`src/rtl/lunc_pkg.sv`:
```
// Shared character codes and filter state type for the lunc stream stages.
package lunc_pkg;

  localparam logic [7:0] ESC_CODE = 8'h1b;
  localparam logic [7:0] NUL_CODE = 8'h00;
  localparam logic [7:0] EOL_CODE = 8'h0a;

  typedef enum logic {
    PASS = 1'b0,
    SKIP = 1'b1
  } filt_state_t;

endpackage

```
`src/rtl/lunc_out_buffer_byte_fifo.sv`:
```
// First-word-fall-through synchronous FIFO; the head entry is always visible on rd_data.
module byte_fifo #(
  parameter int DEPTH = 16,
  parameter int WIDTH = 8
) (
  input  logic                     clock,
  input  logic                     reset,
  input  logic                     push,
  input  logic                     pop,
  input  logic [WIDTH-1:0]         wr_data,
  output logic [WIDTH-1:0]         rd_data,
  output logic [$clog2(DEPTH):0]   count,
  output logic                     full,
  output logic                     empty
);

  localparam int AW = $clog2(DEPTH);
  localparam logic [AW:0] DEPTH_C = (AW+1)'(DEPTH);

  logic [WIDTH-1:0] mem_r [DEPTH];
  logic [AW-1:0]    wr_ptr_r;
  logic [AW-1:0]    rd_ptr_r;
  logic [AW:0]      count_r;
  logic             do_pop_s;
  logic             do_push_s;

  assign do_pop_s  = pop && (count_r != {(AW+1){1'b0}});
  assign do_push_s = push && ((count_r != DEPTH_C) || do_pop_s);

  // Storage and pointer/occupancy update; pointers wrap naturally at the power-of-two depth.
  always_ff @(posedge clock) begin
    if (!reset) begin
      for (int i = 0; i < DEPTH; i++) begin
        mem_r[i] <= {WIDTH{1'b0}};
      end
      wr_ptr_r <= {AW{1'b0}};
      rd_ptr_r <= {AW{1'b0}};
      count_r  <= {(AW+1){1'b0}};
    end else begin
      if (do_push_s) begin
        mem_r[wr_ptr_r] <= wr_data;
        wr_ptr_r        <= wr_ptr_r + {{(AW-1){1'b0}}, 1'b1};
      end
      if (do_pop_s) begin
        rd_ptr_r <= rd_ptr_r + {{(AW-1){1'b0}}, 1'b1};
      end
      case ({do_push_s, do_pop_s})
        2'b10:   count_r <= count_r + {{AW{1'b0}}, 1'b1};
        2'b01:   count_r <= count_r - {{AW{1'b0}}, 1'b1};
        default: count_r <= count_r;
      endcase
    end
  end

  assign rd_data = mem_r[rd_ptr_r];
  assign count   = count_r;
  assign full    = (count_r == DEPTH_C);
  assign empty   = (count_r == {(AW+1){1'b0}});

endmodule

```
`src/rtl/lunc_out_buffer.sv`:
```
// Output buffer: drops NUL fill and ESC command pairs, queues the rest for a line-oriented sink.
module lunc_out_buffer #(
  parameter int         DEPTH     = 16,
  parameter logic [7:0] ESC_CODE  = lunc_pkg::ESC_CODE,
  parameter logic [7:0] NUL_CODE  = lunc_pkg::NUL_CODE,
  parameter logic [7:0] EOL_CODE  = lunc_pkg::EOL_CODE,
  parameter bit         STRIP_ESC = 1'b1
) (
  input  logic                   clock,
  input  logic                   reset,
  input  logic [7:0]             dataIn,
  output logic [7:0]             outData,
  output logic                   outEol,
  output logic                   outValid,
  input  logic                   outReady,
  output logic                   lineAvail,
  output logic [$clog2(DEPTH):0] count,
  output logic                   full,
  output logic                   overflow
);

  import lunc_pkg::*;

  localparam int AW = $clog2(DEPTH);

  filt_state_t state_r;
  filt_state_t state_nxt_s;
  logic        keep_s;
  logic        pop_s;
  logic        push_s;
  logic        empty_s;
  logic [8:0]  head_s;
  logic [AW:0] line_cnt_r;
  logic        overflow_r;
  logic        line_inc_s;
  logic        line_dec_s;

  // Filter state register.
  always_ff @(posedge clock) begin
    if (!reset) begin
      state_r <= PASS;
    end else begin
      state_r <= state_nxt_s;
    end
  end

  // Filter decision: which incoming bytes are kept and when a command byte must be skipped.
  always_comb begin
    state_nxt_s = state_r;
    keep_s      = 1'b0;
    case (state_r)
      PASS: begin
        if (dataIn == NUL_CODE) begin
          keep_s = 1'b0;
        end else if (STRIP_ESC && (dataIn == ESC_CODE)) begin
          state_nxt_s = SKIP;
        end else begin
          keep_s = 1'b1;
        end
      end
      SKIP: begin
        state_nxt_s = PASS;
      end
      default: begin
        state_nxt_s = PASS;
      end
    endcase
  end

  assign pop_s      = !empty_s && outReady;
  assign push_s     = keep_s && (!full || pop_s);
  assign line_inc_s = push_s && (dataIn == EOL_CODE);
  assign line_dec_s = pop_s && head_s[8];

  // Count of stored EOL characters and the sticky overflow flag.
  always_ff @(posedge clock) begin
    if (!reset) begin
      line_cnt_r <= {(AW+1){1'b0}};
      overflow_r <= 1'b0;
    end else begin
      case ({line_inc_s, line_dec_s})
        2'b10:   line_cnt_r <= line_cnt_r + {{AW{1'b0}}, 1'b1};
        2'b01:   line_cnt_r <= line_cnt_r - {{AW{1'b0}}, 1'b1};
        default: line_cnt_r <= line_cnt_r;
      endcase
      if (keep_s && full && !pop_s) begin
        overflow_r <= 1'b1;
      end else begin
        overflow_r <= overflow_r;
      end
    end
  end

  byte_fifo #(
    .DEPTH (DEPTH),
    .WIDTH (9)
  ) u_fifo (
    .clock   (clock),
    .reset   (reset),
    .push    (push_s),
    .pop     (pop_s),
    .wr_data ({(dataIn == EOL_CODE), dataIn}),
    .rd_data (head_s),
    .count   (count),
    .full    (full),
    .empty   (empty_s)
  );

  assign outData   = head_s[7:0];
  assign outEol    = head_s[8];
  assign outValid  = !empty_s;
  assign lineAvail = (line_cnt_r != {(AW+1){1'b0}});
  assign overflow  = overflow_r;

endmodule
```
`config.mk`:
```
export PLATFORM = sky130hd
export DESIGN_NAME = lunc_out_buffer
export DESIGN_NICKNAME = d
export VERILOG_FILES = /design/src/rtl/lunc_pkg.sv /design/src/rtl/lunc_out_buffer_byte_fifo.sv /design/src/rtl/lunc_out_buffer.sv
export SDC_FILE = /design/constraint.sdc
export NUM_CORES = 1
export LEC_CHECK = 0
export ABC_AREA = 1
export CORE_UTILIZATION = 50
export CTS_BUF_LIST = sky130_fd_sc_hd__clkbuf_16
export CTS_CLUSTER_SIZE = 10
export DETAILED_ROUTE_END_ITERATION = 10
export PLACE_DENSITY = 0.78
export SLEW_MARGIN = 15
export SYNTH_ARGS = -nofsm -noshare
export SYNTH_HDL_FRONTEND = slang
export SYNTH_SLANG_ARGS = --single-unit
```
`constraint.sdc`:
```
create_clock -name clock -period 2.4 [get_ports clock]
set_input_delay 0.36 -clock clock [delete_from_list [all_inputs] [get_ports clock]]
set_output_delay 0.36 -clock clock [all_outputs]
set_load 0.01 [all_outputs]
```
; ---- Yosys cells after proc, flatten, opt, wreduce, memory -nomap -nowiden
; Memories as Yosys holds them, arrays and structs flattened. A register that Yosys moved wholly into a read port is not among the register bits.
; Cells that the tools add are included.
[classes]
eq_ne = 8
n_reduce_logical = 20
addsub = 6
muxes = 17
n_bitwise = 1
[op_table]
columns = operator, count
row1 = one-hot mux 5 bit (2 select lines), 2
row2 = two-way mux 4 bit, 3
row3 = "adder 5 x 1 -> 5 bit, second input constant", 2
row4 = two-way mux 1 bit, 10
row5 = nonzero test 5 bit, 2
row6 = "subtractor 5 x 1 -> 5 bit, second input constant", 2
row7 = two-way mux 9 bit, 1
row8 = OR reduction 9 bit, 1
row9 = "adder 4 x 1 -> 4 bit, second input constant", 2
row10 = "equality test 8 x 4 -> 1 bit, second input constant", 1
row11 = "equality test 8 x 5 -> 1 bit, second input constant", 1
row12 = logical AND 1 bit, 8
row13 = zero test 8 bit, 1
row14 = "equality test 5 bit, second input constant", 1
row15 = zero test 5 bit, 1
row16 = "!= test 5 bit, second input constant", 1
row17 = "equality test 2 x 1 -> 1 bit, second input constant", 2
row18 = "equality test 2 bit, second input constant", 2
row19 = nonzero test 2 bit, 2
row20 = zero test 1 bit, 3
row21 = logical OR 1 bit, 2
row22 = one-hot mux 1 bit (2 select lines), 1
row23 = NOT 1 bit, 1
[totals]
in_bits = 11
out_inout_bits = 18
word_cells = 59
register_bits = 20
n_memories = 1
ramBits = 144
[mem_list]
columns = name, words, word_bits, rd, rd_clocked_by_memory_dff, write_ports, line
row1 = u_fifo.mem_r, 16, 9, 1, 1, 16, lunc_out_buffer_byte_fifo.sv:20  ; logic [WIDTH-1:0] mem_r [DEPTH];

; ---- Depth between registers and ports, before layout
; Gate-level depths: netlist (run 1).
[logic_depth]
ltp_word = 11
mapped_depth = 18
mapped_depth_nobuf = 17

; ---- Hierarchy
; Synthesis (run 1) repeated with hierarchy kept, for this count alone.
[unflattened]
cells_unflattened = 876
hier_area_um2 = 8169.1
[modules_own_cells]
columns = mod, seq_area_each_um2, cells_per_inst, instances, area_per_inst_um2
row1 = byte_fifo, 4664.5, 787, 1, 7596.0
row2 = lunc_out_buffer, 140.1, 89, 1, 573.0

; ---- Worst setup path after synthesis (run 1)
; No wires, ideal clock.
[synth_timing]
kind = reg-to-reg
startpoint = register (tool-made name)
endpoint = register line_cnt_r[4]
arrival_time_ns = 2.191
synth_period_minus_slack_ns = 2.323
stages_incl_launch_ff = 19
path_buffers = 2
setup_time_ns = 0.132
required_ns = 2.268
path_slack_ns = 0.077
cell_sequence = dfxtp_1 buf_4 inv_2 buf_4 nand2_1 nand2_1 nand2_1 nand3_1 nand3_1 a21oi_1 ha_1 inv_1 fa_1 nor2_1 nor2_1 nand2_1 nand2_1 nand2_1 a21oi_1
[synth_lines]
columns = item, line
row1 = end signal: assignment, lunc_out_buffer.sv:78  ; line_cnt_r <= {(AW+1){1'b0}};
row2 = end signal: assignment, lunc_out_buffer.sv:82  ; 2'b10: line_cnt_r <= line_cnt_r + {{AW{1'b0}}, 1'b1};
row3 = end signal: assignment, lunc_out_buffer.sv:83  ; 2'b01: line_cnt_r <= line_cnt_r - {{AW{1'b0}}, 1'b1};
row4 = end: declaration, lunc_out_buffer.sv:33  ; logic [AW:0] line_cnt_r;

==> flow_summary.toml, run 1 <==
[sta]
whs_ps = 498
fin_crit_ps = 2410
fmax_ghz = 0.415
clock-skew-final_ps = 6.53
worst_pin_slew_ps = 440
slew_headroom_pct = 70.6
setup_viol = 1
drv_slew = 0
fin_crit_sh_pct = 100
grt_setup_unrepaired = "yes"
fin_ws_ps = -7.11
hold_viol_final = 0

[logic_synthesis]
yosysUniqueCellTypes = 35
synth_fp_nets = 884
syn_area_per_cell_sq_um = 9.59
synthesis.area_sq_um = 8230
synth_seq_cells = 168
ys_seq_area_share_pct = 58.4
synth_cells = 858
ys_warn_count = 0

[clock_tree]
worstSkewPairLatency_ps = 430
clock-sinks = 168
cts_buffer_depth = 2
cts_tree = "done"
cts-buffers-inserted = 17
ctsRootBufferMaster = "clkbuf_16"
cts_max_level = 4
clk_pin_slew_ps = 60

[route]
drt_iter0_drc = 639
wl_per_cell_um = 17.0
vias = 6372
antenna_left = 0
wirelength_um = 19900
via_per_inst = 5.43
drcViolationCount = 0
first_pass_iters = 5

[finish]
fillerInstances = 1321
syn2layout_area_growth_pct = 21.8
layout_commonest_cell = "nor2_1"
antenna_cells = 0
layout_common_cells = "nor2_1 (248), edfxtp_1 (144), nand2_1 (71)"
final_net_count = 971
drive_above_1_share_pct = 20.7
fin_util_pct = 62.6

[grt]
antenna_found_initial = 0
track_usage_pct = 25.2
grt_max_degree = 65
grt_pass1_vias = 6082
grt_pass1_wl_um = 31100
overflow = 0

[worst_setup_path]
critPathRequiredTime_ps = 2040
path_buf_inv = 4
crit_type = "register to output pin"
slowest_stage = "dfxtp_4"
worstSetupStartpointType = "register"
cpPeakStageDelay_ps = 400
cp_common_cell = "nor2_1"
critical_path.cell_chain = "inv_4, buf_12, buf_8, nor2_1, nor2_1, o21ai_0, o211ai_1, nand3_1, nand2_1, clkdlybuf4s15_2"
critPathCaptureType = "output pin"
crit_arrival_ps = 2050
path_delay_family = "buffers and inverters"
crit_fanout = 11

[die]
fp.dieArea_sq_um = 17000
core_sq_um = 16000
ios = 29
die_w_um = 130
initial_core_util_pct = 51.4
rows = 46
fp.dieH_um = 130

[run]
drv_cap = 0

[status]
violations = "negative setup slack"
status = "finished with violations"

[power]
leakagePower_nw = 4.02
ir_drop_mv = 0.486
power_per_cell_area_nw_per_um2 = 829

[worst_hold_path]
hold_class = "register to register"

[placed_design]
port_buffers = 28
place.gp.congestion = 0.850
place_hpwl_um = 13600
## flip-flops by register name (all words and copies together), names as in the netlist, named ones only
signal / count
u_fifo.rd_ptr_r: 4
u_fifo.wr_ptr_r: 4
overflow: 1
u_fifo.mem_r: 144
state_r: 1
line_cnt_r: 5
u_fifo.count: 5
## synth_stat cells (all sizes together)
master	count	area (sq um)
nor2	281	1150
edfxtp	144	4320
nand2	78	315
o21ai	78	390
inv	64	240
nand3	36	198
o211ai	33	248
clkbuf	24	90.1
dfxtp	24	480
a21oi	22	110
buf	22	138
nand4	21	233
ha	13	163
nor3	4	20.0
xnor2	3	26.3
xor2	3	26.3
clkinv	2	7.51
fa	2	40.0
o21bai	2	15.0
nand3b	1	7.51
or2	1	6.26
## layer usage
| metal | global-route usage (%) | vias up | share of wire, % |
|---|---|---|---|
| met3 | 4.67 | 47 | 7.3 |
| met1 | 30.8 | 2986 | 40 |
| met4 | 11.8 | 0 | 2.8 |
| met2 | 43.1 | 254 | 50 |
| li1 | - | 3085 | - |
| met5 | 0 | - | 0 |
## final timing paths
| kind | start | slack (ps) | cells after the start | endpoint |
|---|---|---|---|---|
| max | register | -7 | 10 | outData[1] |
| min | state_r | 500 | 1 | state_r |
| max reg2reg | register | 60 | 17 | line_cnt_r[4] |
| min reg2reg | state_r | 500 | 1 | state_r |
## worst reg2reg max path, delay by kind of cell (launching register included)
family / cells / cell delay (ps)
and+or+nand+nor: 9 / 720
adders and majority gates: 2 / 410
DFF: 1 / 400
AOI/OAI and AO/OA: 3 / 380
buffers and inverters: 3 / 340
## through the flow
step	instances	area, sq um	total power, mW	TNS, ps	setup slack [ps]
4_1_cts	1174	9970	8.30	0	11.3
3_3_place_gp	1140	9360	5.61	-1120	-257
5_1_grt	1174	10000	8.67	-260	-97.4
2_1_floorplan	858	8230	4.72	0	76.7
3_5_place_dp	1140	9360	5.66	-1600	-363
6_report	1174	10000	8.31	-7.11	-7.11
## cell type report
class	instances	area [sq um]	share of cell area [%]
Sequential cell	168	4810	48.0
Clock buffer	17	425	4.24
Multi-Input combinational cell	578	3020	30.1
Timing Repair Buffer	114	1100	11.0
Clock inverter	15	144	1.44
Tap cell	216	270	2.70
Inverter	66	250	2.50
## cell families (layout without fill, tap and decap cells)
logic type | after synthesis | after routing | synth area share [%]
adders and majority gates | 15 | 15 | 2.46
buffers and inverters | 112 | 212 | 5.78
xor gates and xnor gates | 6 | 6 | 0.639
and+or+nand+nor | 422 | 422 | 23.5
DFF | 168 | 168 | 58.4
AOI/OAI and AO/OA | 135 | 135 | 9.27
## what timing repair did
item	in CTS	in global routing
resized for setup	49	14
pin swaps	15	7
hold buffers	0	0
setup buffers	2	0
setup endpoints to repair	12	11
## where the power goes
| group | internal [mW] | switching [mW] |
|---|---|---|
| combinational | 0.906 | 1.29 |
| clock | 1.45 | 1.20 |
| sequential | 3.35 | 0.116 |
| total | 5.71 | 2.61 |
(Power assumes the default switching activity.)
==> inputs of run 2 (changes only) <==
CAP_MARGIN = 10   (was default)
==> results of run 2 <==
Final layout, timing and power as in run 1 (identical DEF).
==> inputs of run 3 (changes only) <==
DONT_BUFFER_PORTS = 1   (was default)
PLACE_DENSITY = 0.76   (was 0.78)
SLEW_MARGIN = default   (was 15)
==> flow_summary.toml, run 3 (synthesized netlist as in run 1, its figures left out) <==
[status]
status = "finished, final reports clean"

[clock_tree]
worstSkewPairLatency_ps = 430
post_cts_buffers = 0
cts_tree = "done"
cts_buffer_depth = 2
clk_pin_slew_ps = 70
clock-sinks = 168
ctsRootBufferMaster = "clkbuf_16"
cts-buffers-inserted = 17
cts_max_level = 4
ctsHoldBuffers = 0

[finish]
final_net_count = 902
drive_above_1_share_pct = 16.3
antenna_cells = 0
syn2layout_area_growth_pct = 12.9
largest_register = "u_fifo.mem_r"
fillerInstances = 1346
layout_commonest_cell = "nor2_1"
multi_input_area_sq_um = 3000
layout_common_cells = "nor2_1 (247), edfxtp_1 (144), o21ai_0 (78)"
register_area_sq_um = 4810
finalNonFillerCells = 1105
largest_reg_flops = 144

[route]
vias = 6170
drt_iter0_drc = 674
wl_per_cell_um = 17.8
drcViolationCount = 0
via_per_inst = 5.58
first_pass_iters = 6
wirelength_um = 19700
antenna_left = 0

[grt]
track_usage_pct = 25.2
grt_pass1_wl_um = 31000
grt_max_degree = 65
grt_pass1_vias = 5844
antenna_found_initial = 0
overflow = 0

[power]
ir_drop_mv = 0.624
p_int_mw = 5.61
p_clk_share_pct = 34.5
report.power.total_mw = 8.08
p_seq_share_pct = 42.8
power_per_cell_area_nw_per_um2 = 869
power_switching_share_pct = 30.5
p_sw_mw = 2.46
comb_power_share_pct = 22.7
leakagePower_nw = 3.66

[sta]
clock-skew-final_ps = 9.20
fin_crit_ps = 2310
fin_crit_sh_pct = 96.1
drv_slew = 0
slew_headroom_pct = 42.7
setup_viol = 0
fmax_ghz = 0.433
hold_viol_final = 0
worst_pin_slew_ps = 858

[die]
fp.dieArea_sq_um = 17000
ios = 29
core_sq_um = 16000
rows = 46
initial_core_util_pct = 51.4
fp.dieH_um = 130
die_w_um = 130

[worst_setup_path]
critPathRequiredTime_ps = 2040
slowest_stage = "dfxtp_4"
worstRegToRegCells = 17
cpPeakStageDelay_ps = 370
cp-endpoint = "outData[2]"
rr_endpoint = "line_cnt_r[4]"
cp.depth = 6
crit_fanout = 15
path_delay_family = "compound AO/OA/AOI/OAI gates"
crit_arrival_ps = 1950
rrSetupSlack_ps = 140
path_buf_inv = 2
critical_path.cell_chain = "buf_6, buf_4, o21ai_0, o211ai_1, nand3_1, nand2_1"
worstSetupStartpointType = "register"
crit_type = "register to output pin"
critPathCaptureType = "output pin"

[run]
drv_cap = 0

[placed_design]
placedCellCount = 1073
port_buffers = 0
place.gp.congestion = 0.896
place_hpwl_um = 13200

[worst_hold_path]
hold_depth = 2
hold_class = "input port to register"
run 3: final cells by class:
cell class / count / area share [%]
Sequential cell: 168 / 51.8
Timing Repair Buffer: 45 / 3.85
Multi-Input combinational cell: 578 / 32.3
Clock buffer: 17 / 4.58
Inverter: 66 / 2.69
Tap cell: 216 / 2.91
Clock inverter: 15 / 1.91
run 3: routing by layer:
layer | wire length [um] | track usage, % | part of all wire (%) | vias to the layer above
met5 | 0 | 0 | 0 | -
met4 | 659 | 11.4 | 3.3 | 0
met3 | 1460 | 5.45 | 7.4 | 40
met2 | 9620 | 41.9 | 49 | 234
met1 | 7960 | 31.6 | 40 | 2955
li1 | - | - | - | 2941
run 3: how the worst min path moves through the flow:
stage / end / from / slack [ps]
final: u_fifo.wr_ptr_r[1] / reset / 40
after global routing: u_fifo.wr_ptr_r[0] / reset / 50
after CTS: u_fifo.wr_ptr_r[1] / reset / 30
after detailed placement: state_r / state_r / 480
after global placement: state_r / state_r / 470
after floorplan: state_r / state_r / 440
run 3: power by group through the flow:
stage | registers, mW | logic, mW | clock network [mW]
final | 3.46 | 1.83 | 2.79
after floorplan | 3.49 | 1.23 | 0
after global placement | 3.50 | 1.73 | 0
after global routing | 3.48 | 2.08 | 2.92
after detailed placement | 3.50 | 1.77 | 0
after CTS | 3.44 | 1.79 | 2.81
run 3: metrics by stage:
step	hold WS [ps]	setup slack, ps	TNS, ps	util [%]	instance area, sq um
final	44.3	93.1	0	58.1	9290
after detailed placement	483	51.5	0	53.8	8610
after floorplan	441	76.7	0	-	8230
after global routing	50.5	-30.0	-41.3	58.1	9290
after CTS	34.5	14.8	0	57.6	9220
after global placement	468	100	0	53.8	8610
run 3: worst register-to-register path: cells and delay by family, from the launching register on:
family	cells	cell delay, ps
AND/OR/NAND/NOR	8	550
AO/OA/AOI/OAI	4	480
adder cells (fa/ha/maj)	2	410
flip-flops	1	400
buffers and inverters	3	350
run 3: timing repair:
action | CTS | global route
setup endpoints to repair | 8 | 11
pin swaps | 0 | 1
resized for setup | 1 | 18
